$ cat config.mk
export PLATFORM = sky130hd
export DESIGN_NAME = run_seq_ctrl
export DESIGN_NICKNAME = d
export VERILOG_FILES = /design/src/rtl/run_seq_ctrl.sv
export SDC_FILE = /design/constraint.sdc
export NUM_CORES = 1
export LEC_CHECK = 0
export CAP_MARGIN = 40
export CORE_MARGIN = 10
export CORE_UTILIZATION = 45
export CTS_BUF_LIST = sky130_fd_sc_hd__clkbuf_8
export DETAILED_ROUTE_END_ITERATION = 8
export PLACE_DENSITY_LB_ADDON = 0.15
export SKIP_LAST_GASP = 1
export SYNTH_ARGS = -nofsm -noshare
export SYNTH_HDL_FRONTEND = slang
export SYNTH_SLANG_ARGS = --single-unit
$ cat constraint.sdc
create_clock -name clk -period 10.35 [get_ports clk]
set_clock_uncertainty 0.2 [all_clocks]
set_input_delay 1.5525 -clock clk [delete_from_list [all_inputs] [get_ports clk]]
set_output_delay 1.5525 -clock clk [all_outputs]
set_load 0.1 [all_outputs]
$ cat src/rtl/run_seq_ctrl.sv
// Run sequencer: holds the core in reset until started, runs it to an end PC or a
// cycle budget, then streams a window of d_mem words out with a running checksum.
module run_seq_ctrl #(
    parameter int PC_WIDTH   = 8,
    parameter int ADDR_WIDTH = 8,
    parameter int DATA_W     = 32,
    parameter int CNT_W      = 32,
    parameter int TIMEOUT    = 5000,
    parameter int DUMP_BASE  = 0,
    parameter int DUMP_WORDS = 16,
    parameter int ADDR_STEP  = 4,
    parameter int RD_LAT     = 1
) (
    input  logic                  clk,
    input  logic                  rst_n,
    input  logic                  start,
    input  logic [PC_WIDTH-1:0]   end_pc,
    input  logic [DATA_W-1:0]     expected_sum,
    input  logic [PC_WIDTH-1:0]   pc,
    input  logic                  cpu_we,
    input  logic [ADDR_WIDTH-1:0] cpu_raddr,
    input  logic [DATA_W-1:0]     dmem_rdata,
    output logic                  cpu_rst_n,
    output logic                  cpu_hold,
    output logic                  dmem_we,
    output logic [ADDR_WIDTH-1:0] dmem_raddr,
    output logic                  dump_valid,
    input  logic                  dump_ready,
    output logic [ADDR_WIDTH-1:0] dump_addr,
    output logic [DATA_W-1:0]     dump_data,
    output logic                  busy,
    output logic                  done,
    output logic [1:0]            status,
    output logic [CNT_W-1:0]      cycles,
    output logic [DATA_W-1:0]     checksum,
    output logic                  pass
);

    localparam int IDX_W = (DUMP_WORDS > 1) ? $clog2(DUMP_WORDS) : 1;
    localparam int LAT_W = (RD_LAT > 1) ? $clog2(RD_LAT) : 1;

    localparam logic [IDX_W-1:0]      IDX_LAST  = IDX_W'(DUMP_WORDS - 1);
    localparam logic [LAT_W-1:0]      LAT_LAST  = LAT_W'(RD_LAT - 1);
    localparam logic [CNT_W-1:0]      TIMEOUT_C = CNT_W'(TIMEOUT);
    localparam logic [ADDR_WIDTH-1:0] BASE_A    = ADDR_WIDTH'(DUMP_BASE);
    localparam logic [ADDR_WIDTH-1:0] STEP_A    = ADDR_WIDTH'(ADDR_STEP);

    localparam logic [1:0] ST_NONE    = 2'b00;
    localparam logic [1:0] ST_END_PC  = 2'b01;
    localparam logic [1:0] ST_TIMEOUT = 2'b10;

    typedef enum logic [2:0] {
        S_IDLE,
        S_RUN,
        S_D_ADDR,
        S_D_WAIT,
        S_D_OUT,
        S_DONE
    } state_t;

    state_t                state_q,     state_d;
    logic [CNT_W-1:0]      cycles_q,    cycles_d;
    logic [1:0]            status_q,    status_d;
    logic [DATA_W-1:0]     checksum_q,  checksum_d;
    logic [IDX_W-1:0]      idx_q,       idx_d;
    logic [LAT_W-1:0]      lat_q,       lat_d;
    logic [ADDR_WIDTH-1:0] dump_addr_q, dump_addr_d;
    logic [DATA_W-1:0]     dump_data_q, dump_data_d;
    logic [CNT_W-1:0]      cnt_inc;

    function automatic logic [CNT_W-1:0] sat_inc(input logic [CNT_W-1:0] v);
        return (&v) ? v : v + 1'b1;
    endfunction

    // Address arithmetic is done at ADDR_WIDTH so the dump window wraps.
    function automatic logic [ADDR_WIDTH-1:0] word_addr(input logic [IDX_W-1:0] idx);
        return BASE_A + ADDR_WIDTH'(idx) * STEP_A;
    endfunction

    assign cnt_inc = sat_inc(cycles_q);

    always_comb begin
        state_d     = state_q;
        cycles_d    = cycles_q;
        status_d    = status_q;
        checksum_d  = checksum_q;
        idx_d       = idx_q;
        lat_d       = lat_q;
        dump_addr_d = dump_addr_q;
        dump_data_d = dump_data_q;

        case (state_q)
            S_IDLE, S_DONE: begin
                if (start) begin
                    state_d    = S_RUN;
                    cycles_d   = '0;
                    status_d   = ST_NONE;
                    checksum_d = '0;
                    idx_d      = '0;
                end
            end
            S_RUN: begin
                cycles_d = cnt_inc;
                // End-PC match has priority over an expiring budget.
                if (pc == end_pc) begin
                    status_d = ST_END_PC;
                    state_d  = S_D_ADDR;
                end else if (cnt_inc >= TIMEOUT_C) begin
                    status_d = ST_TIMEOUT;
                    state_d  = S_D_ADDR;
                end
            end
            S_D_ADDR: begin
                dump_addr_d = word_addr(idx_q);
                lat_d       = '0;
                state_d     = S_D_WAIT;
            end
            S_D_WAIT: begin
                if (lat_q == LAT_LAST) begin
                    dump_data_d = dmem_rdata;
                    state_d     = S_D_OUT;
                end else begin
                    lat_d = lat_q + 1'b1;
                end
            end
            S_D_OUT: begin
                if (dump_ready) begin
                    checksum_d = checksum_q + dump_data_q;
                    idx_d      = idx_q + 1'b1;
                    state_d    = (idx_q == IDX_LAST) ? S_DONE : S_D_ADDR;
                end
            end
            default: state_d = S_IDLE;
        endcase
    end

    always_ff @(posedge clk) begin
        if (!rst_n) begin
            state_q     <= S_IDLE;
            cycles_q    <= '0;
            status_q    <= ST_NONE;
            checksum_q  <= '0;
            idx_q       <= '0;
            lat_q       <= '0;
            dump_addr_q <= '0;
            dump_data_q <= '0;
        end else begin
            state_q     <= state_d;
            cycles_q    <= cycles_d;
            status_q    <= status_d;
            checksum_q  <= checksum_d;
            idx_q       <= idx_d;
            lat_q       <= lat_d;
            dump_addr_q <= dump_addr_d;
            dump_data_q <= dump_data_d;
        end
    end

    // Core reset is released once started and only re-asserted in IDLE or for
    // the single restart cycle out of DONE, so core state survives for inspection.
    always_comb begin
        cpu_rst_n  = 1'b1;
        cpu_hold   = 1'b1;
        dmem_we    = 1'b0;
        dmem_raddr = cpu_raddr;
        busy       = 1'b0;
        done       = 1'b0;
        dump_valid = 1'b0;

        case (state_q)
            S_IDLE: begin
                cpu_rst_n = 1'b0;
            end
            S_RUN: begin
                cpu_hold = 1'b0;
                dmem_we  = cpu_we;
                busy     = 1'b1;
            end
            S_D_ADDR: begin
                dmem_raddr = word_addr(idx_q);
                busy       = 1'b1;
            end
            S_D_WAIT: begin
                dmem_raddr = dump_addr_q;
                busy       = 1'b1;
            end
            S_D_OUT: begin
                dmem_raddr = dump_addr_q;
                busy       = 1'b1;
                dump_valid = 1'b1;
            end
            S_DONE: begin
                done      = 1'b1;
                cpu_rst_n = ~start;
            end
            default: begin
                cpu_rst_n = 1'b0;
            end
        endcase
    end

    assign dump_addr = dump_addr_q;
    assign dump_data = dump_data_q;
    assign status    = status_q;
    assign cycles    = cycles_q;
    assign checksum  = checksum_q;
    assign pass      = done && (status_q == ST_END_PC) && (checksum_q == expected_sum);

endmodule

# Word level (Yosys, flattened, before mapping)
# Index checks and enable logic that the tools add are counted.
# classes
add_sub_neg	4
n_lt_le_gt_ge	1
eq_ne	13
muxes	28
bitwise_logic	2
reduce_logical	15
# op_table
operator	n
$pmux W32 S2	2
$mux W32	3
$add A32 B1 Y32 const B	1
$add A32 B32 Y32	1
$eq A32 B32 Y1	1
$ge A32 B13 Y1 const B	1
$reduce_and A32 Y1	1
$mux W3	6
$pmux W8 S2	1
$pmux W3 S5	1
$eq A8 B8 Y1	1
$mux W4	2
$pmux W4 S2	1
$eq A3 B2 Y1 const B	2
$eq A3 B3 Y1 const B	2
$mux W1	6
$mux W2	3
$ne A2 B2 Y1 const B	3
$reduce_and A3 Y1	2
$reduce_bool A2 Y1	3
$add A4 B1 Y4 const B	1
$eq A4 B4 Y1 const B	1
$pmux W1 S2	2
$pmux W2 S2	1
other kinds (11)	15
# totals
ff_bits	110
output_inout_bits	121
wordCells	71

# Depth between registers and ports, before layout
# logic_depth
ltp_word	6
ltp_mapped	13
ltp_nobuf	12

# Worst setup path before layout
# Ideal clock, no wire load.
# synth_path
path_kind	input to output
start	in expected_sum[21]
end	out pass
arrival_time_ps	5022
required_ps	8597
path_slack_ps	3576
stages	4
path_buffers	0
path_cell_list	xor2_1 nor4_1 nand3_1 nor4_1
# synth_via
elab_chain_cells	2
# synth_rtl
element	line_no	rtl
from (decl)	18	input logic [DATA_W-1:0] expected_sum,
$eq A32 B32 Y1	207	assign pass = done && (status_q == ST_END_PC) && (checksum_q == expected_sum);
$logic_and A1 B1 Y1	207	
to (decl)	36	output logic pass
# Every way passes these cells.

# Final worst setup path
# layout_path
start	in expected_sum[17]
end	out pass
# Same word-level chain as after synthesis.

==> results.json <==
{
  "cts-buffers-inserted": 9,
  "critPathRequiredTime_ns": 8.60,
  "placement.setup.worst_slack_ns": 4.517,
  "crit_arrival_ns": 4.03,
  "floorplan.rows": 46,
  "synth-seq-area-share_pct": 30.30,
  "tritoncts": "done",
  "cts_sinks": 109,
  "post_cts_buffers": 0,
  "first_global_vias": 8183,
  "synth.area.top_cells": "dfxtp_1 (30%), nand2_1 (6.9%), xor2_1 (6.8%), ha_1 (5.7%), a21oi_1 (5.4%)",
  "routabilityCongestion": 0.9187,
  "critPathLaunch": "expected_sum[17]",
  "hold_viol": 0,
  "swShare_pct": 45.02,
  "period_minus_slack_ns": 5.784,
  "end_kind": "output pin",
  "cp_slowest_cell": "clkdlybuf4s50_1",
  "power.ir.vdd_worst_mv": 0.2099,
  "grt_remaining_overflow": 0,
  "yosys_warnings": 0,
  "synth_top_cells_by_count": "nand2_1 (132), dfxtp_1 (109), nor2_1 (100), a21oi_1 (77), xor2_1 (56)",
  "power.sequential.fraction_pct": 32.9,
  "switching_power_w": 0.0006255,
  "clockPowerShare_pct": 16.8,
  "rr_startpoint": "checksum[3]",
  "clock_path_buffers": 2,
  "num_vias": 8306,
  "worst_setup_path_start_kind": "input pin",
  "slew-limit-headroom_pct": 37.46,
  "timing.fmax_mhz": 172.9,
  "io_pins": 214,
  "min_path_type": "reg2reg",
  "path_clk_slew_ns": 0.10,
  "synthCells": 938,
  "worstPathBufferInverterCount": 3,
  "grt_antenna_before_repair": 1,
  "worst_path_largest_cell_delay_ns": 0.66,
  "post-synth-top-count-cell": "nand2_1",
  "path_delay_family": "buffers and inverters",
  "synthArstFlopShare_pct": 0,
  "final_routed_wirelength_across_all_metal_layers_um": 27980,
  "first_pass_grt_wire_length_um": 44330,
  "count_of_flip_flops_with_a_built_in_enable_after_synthesis": 0,
  "worst_r2r_path_depth": 11,
  "grt_setup_unrepaired": "false",
  "worst_hold_path_endpoint": "dump_data[30]",
  "cts-resized-gates": 0,
  "fp.coreArea_sq_um": 15770,
  "die_w_um": 146.5,
  "synth.avg_cell_area_sq_um": 7.678,
  "critical_path_peak_fanout": 1,
  "finalSetupViolCount": 0,
  "critical_path_class": "in2out",
  "ys_dominant_reg_cell": "dfxtp_1",
  "p_int_w": 0.0007638,
  "reg2reg_slack_ns": 5.94,
  "crit_path_cell_trace": "clkdlybuf4s50_1, xor2_1, nor4_1, nand4_1, nor4_1, clkdlybuf4s50_1, buf_16",
  "synth-seq-cells": 109,
  "totalNegativeSetupSlack_ns": 0,
  "layout-area-overhead-vs-synth_pct": 62.82,
  "hold-path-cell-count": 2,
  "area_of_the_die_sq_um": 21460,
  "worstMarginPinSlew_ns": 0.9144,
  "grt.total_usage_pct": 24.97,
  "root_buffer": "clkbuf_8",
  "ant_nets": 0,
  "holdBufCountCts": 0,
  "rr_endpoint": "checksum[31]",
  "max_slew_violations": 0,
  "avgViaCountPerCell": 5.693,
  "die-height_um": 146.5,
  "drt_drc_violations_left": 0,
  "io_buffer_count": 209,
  "synthesis.area_sq_um": 7202,
  "final.period_utilization_pct": 55.89,
  "yosys.cell_types.count": 69,
  "power.leakage_nw": 4.715,
  "synthDominantCellAreaShare_pct": 30.30,
  "drtIter0Drc": 598,
  "power_frac_comb_pct": 50.3,
  "power-per-cell-area_nw_per_um2": 118.5,
  "cts.htree.levels": 3,
  "min_from": "dump_data[30]",
  "final_core_util_pct": 74.36,
  "initial_utilization_pct": 45.67,
  "wire_per_inst_um": 19.18,
  "final_net_count": 1365,
  "half_perimeter_wire_length_of_the_detailed_placement_result_um": 21840,
  "final_layout_size_suffix_gt1_share_pct": 12.88,
  "cap_violations": 0,
  "grt_max_degree": 61,
  "clock_latency_ns": 0.40,
  "setup_slack_ns": 4.566,
  "synthDominantAreaCellType": "dfxtp_1",
  "status": "complete, no violations",
  "drtPass1Iterations": 6
}
cells in the final DEF, fill, tap and decap left out, types with 5 or more instances in the layout:
cell type and instances:
xnor2_1 21, a31oi_1 11, or3_1 9, clkbuf_8 9
o211ai_1 5, buf_8 88, nor2_1 98, and2_1 7
buf_4 10, inv_1 14, buf_16 29, nand4_1 11
a21o_1 27, nor4_1 21, ha_1 33, nand3_1 26
nand2b_1 14, o21ai_0 46, nand2_1 132, a211oi_1 6
and3_1 13, nor2b_1 8, a21oi_1 76, o22ai_1 6
a22oi_1 23, clkdlybuf4s50_1 209, dfxtp_1 109, a311oi_1 12
o31ai_1 12, nor3_1 15, a2111oi_0 5, xor2_1 56
mux2i_1 7
worst register-to-register path, stage by stage, from the launching register on:
cell and delay, ns:
dfxtp_1 0.44, ha_1 0.34, a21o_1 0.22, a2111oi_0 0.83, a2111oi_0 0.33, nor4_1 0.41, o31ai_1 0.26, a221oi_1 0.62
mux2i_1 0.32, nor3_1 0.08, o21ai_0 0.16, o31ai_1 0.09
power by group through the flow:
stage / logic, W / clock network (W) / registers [W]
floorplan: 0.000354 / 0 / 0.000527
global placement: 0.000580 / 0 / 0.000466
detailed placement: 0.000694 / 0 / 0.000466
CTS: 0.000696 / 0.000239 / 0.000456
global route: 0.000732 / 0.000255 / 0.000460
finish: 0.000698 / 0.000234 / 0.000457
stage by stage:
stage	power [W]	area (sq um)	hold WS [ns]	instances
detailed placement	0.001160	11570	0.2716	1443
global placement	0.001045	9443	0.2631	1325
finish	0.001389	11730	0.2826	1459
CTS	0.001392	11720	0.2856	1458
floorplan	0.0008811	7213	0.2794	941
global route	0.001447	11730	0.3167	1459
per-layer routing:
metal  global-route usage, %  vias to the layer above  part of all wire [%]  routed length [um]
met3                   5.532                       43                   6.6                1840
met4                   6.456                        0                   2.3                 652
met5                       0                        -                     0                   0
met1                   28.96                     3924                    40               11250
li1                        -                     3997                     -                   -
met2                   45.13                      342                    51               14230
how the worst max path moves through the flow:
stage,end,slack [ns],depth (start not counted)
after floorplan,pass,3.58,4
after global placement,pass,4.19,6
after global routing,pass,4.51,7
after detailed placement,pass,4.52,7
after CTS,pass,4.52,7
final,pass,4.57,7
flip-flops by register name, indices dropped and copies added (netlist names):
name,flops
idx_q,4
state_q,3
dump_addr,4
checksum,32
status,2
dump_data,32
cycles,32
logic make-up (layout without fill, tap and decap cells):
family                     count (synthesis)  after routing  share of synthesized area [%]
and+or+nand+nor                          381            381                          25.23
AOI/OAI and AO/OA                        262            262                          23.92
DFF                                      109            109                          30.30
xor gates and xnor gates                  77             77                          9.364
buffers and inverters                     64            365                          3.683
adders and majority gates                 34             34                          6.011
muxes                                     10             10                          1.442
other                                      1              5                        0.05207
cell type report:
type	instances	area, sq um
multi-input cells	768	4775
repair buffers	337	4290
fillers	1164	4044
flip-flops and latches	109	2182
well taps	216	270.3
clock buffers	9	123.9
inverters	13	48.80
clock inverters	6	33.78
diodes	1	2.502
Power figures use the tool's default switching activity.
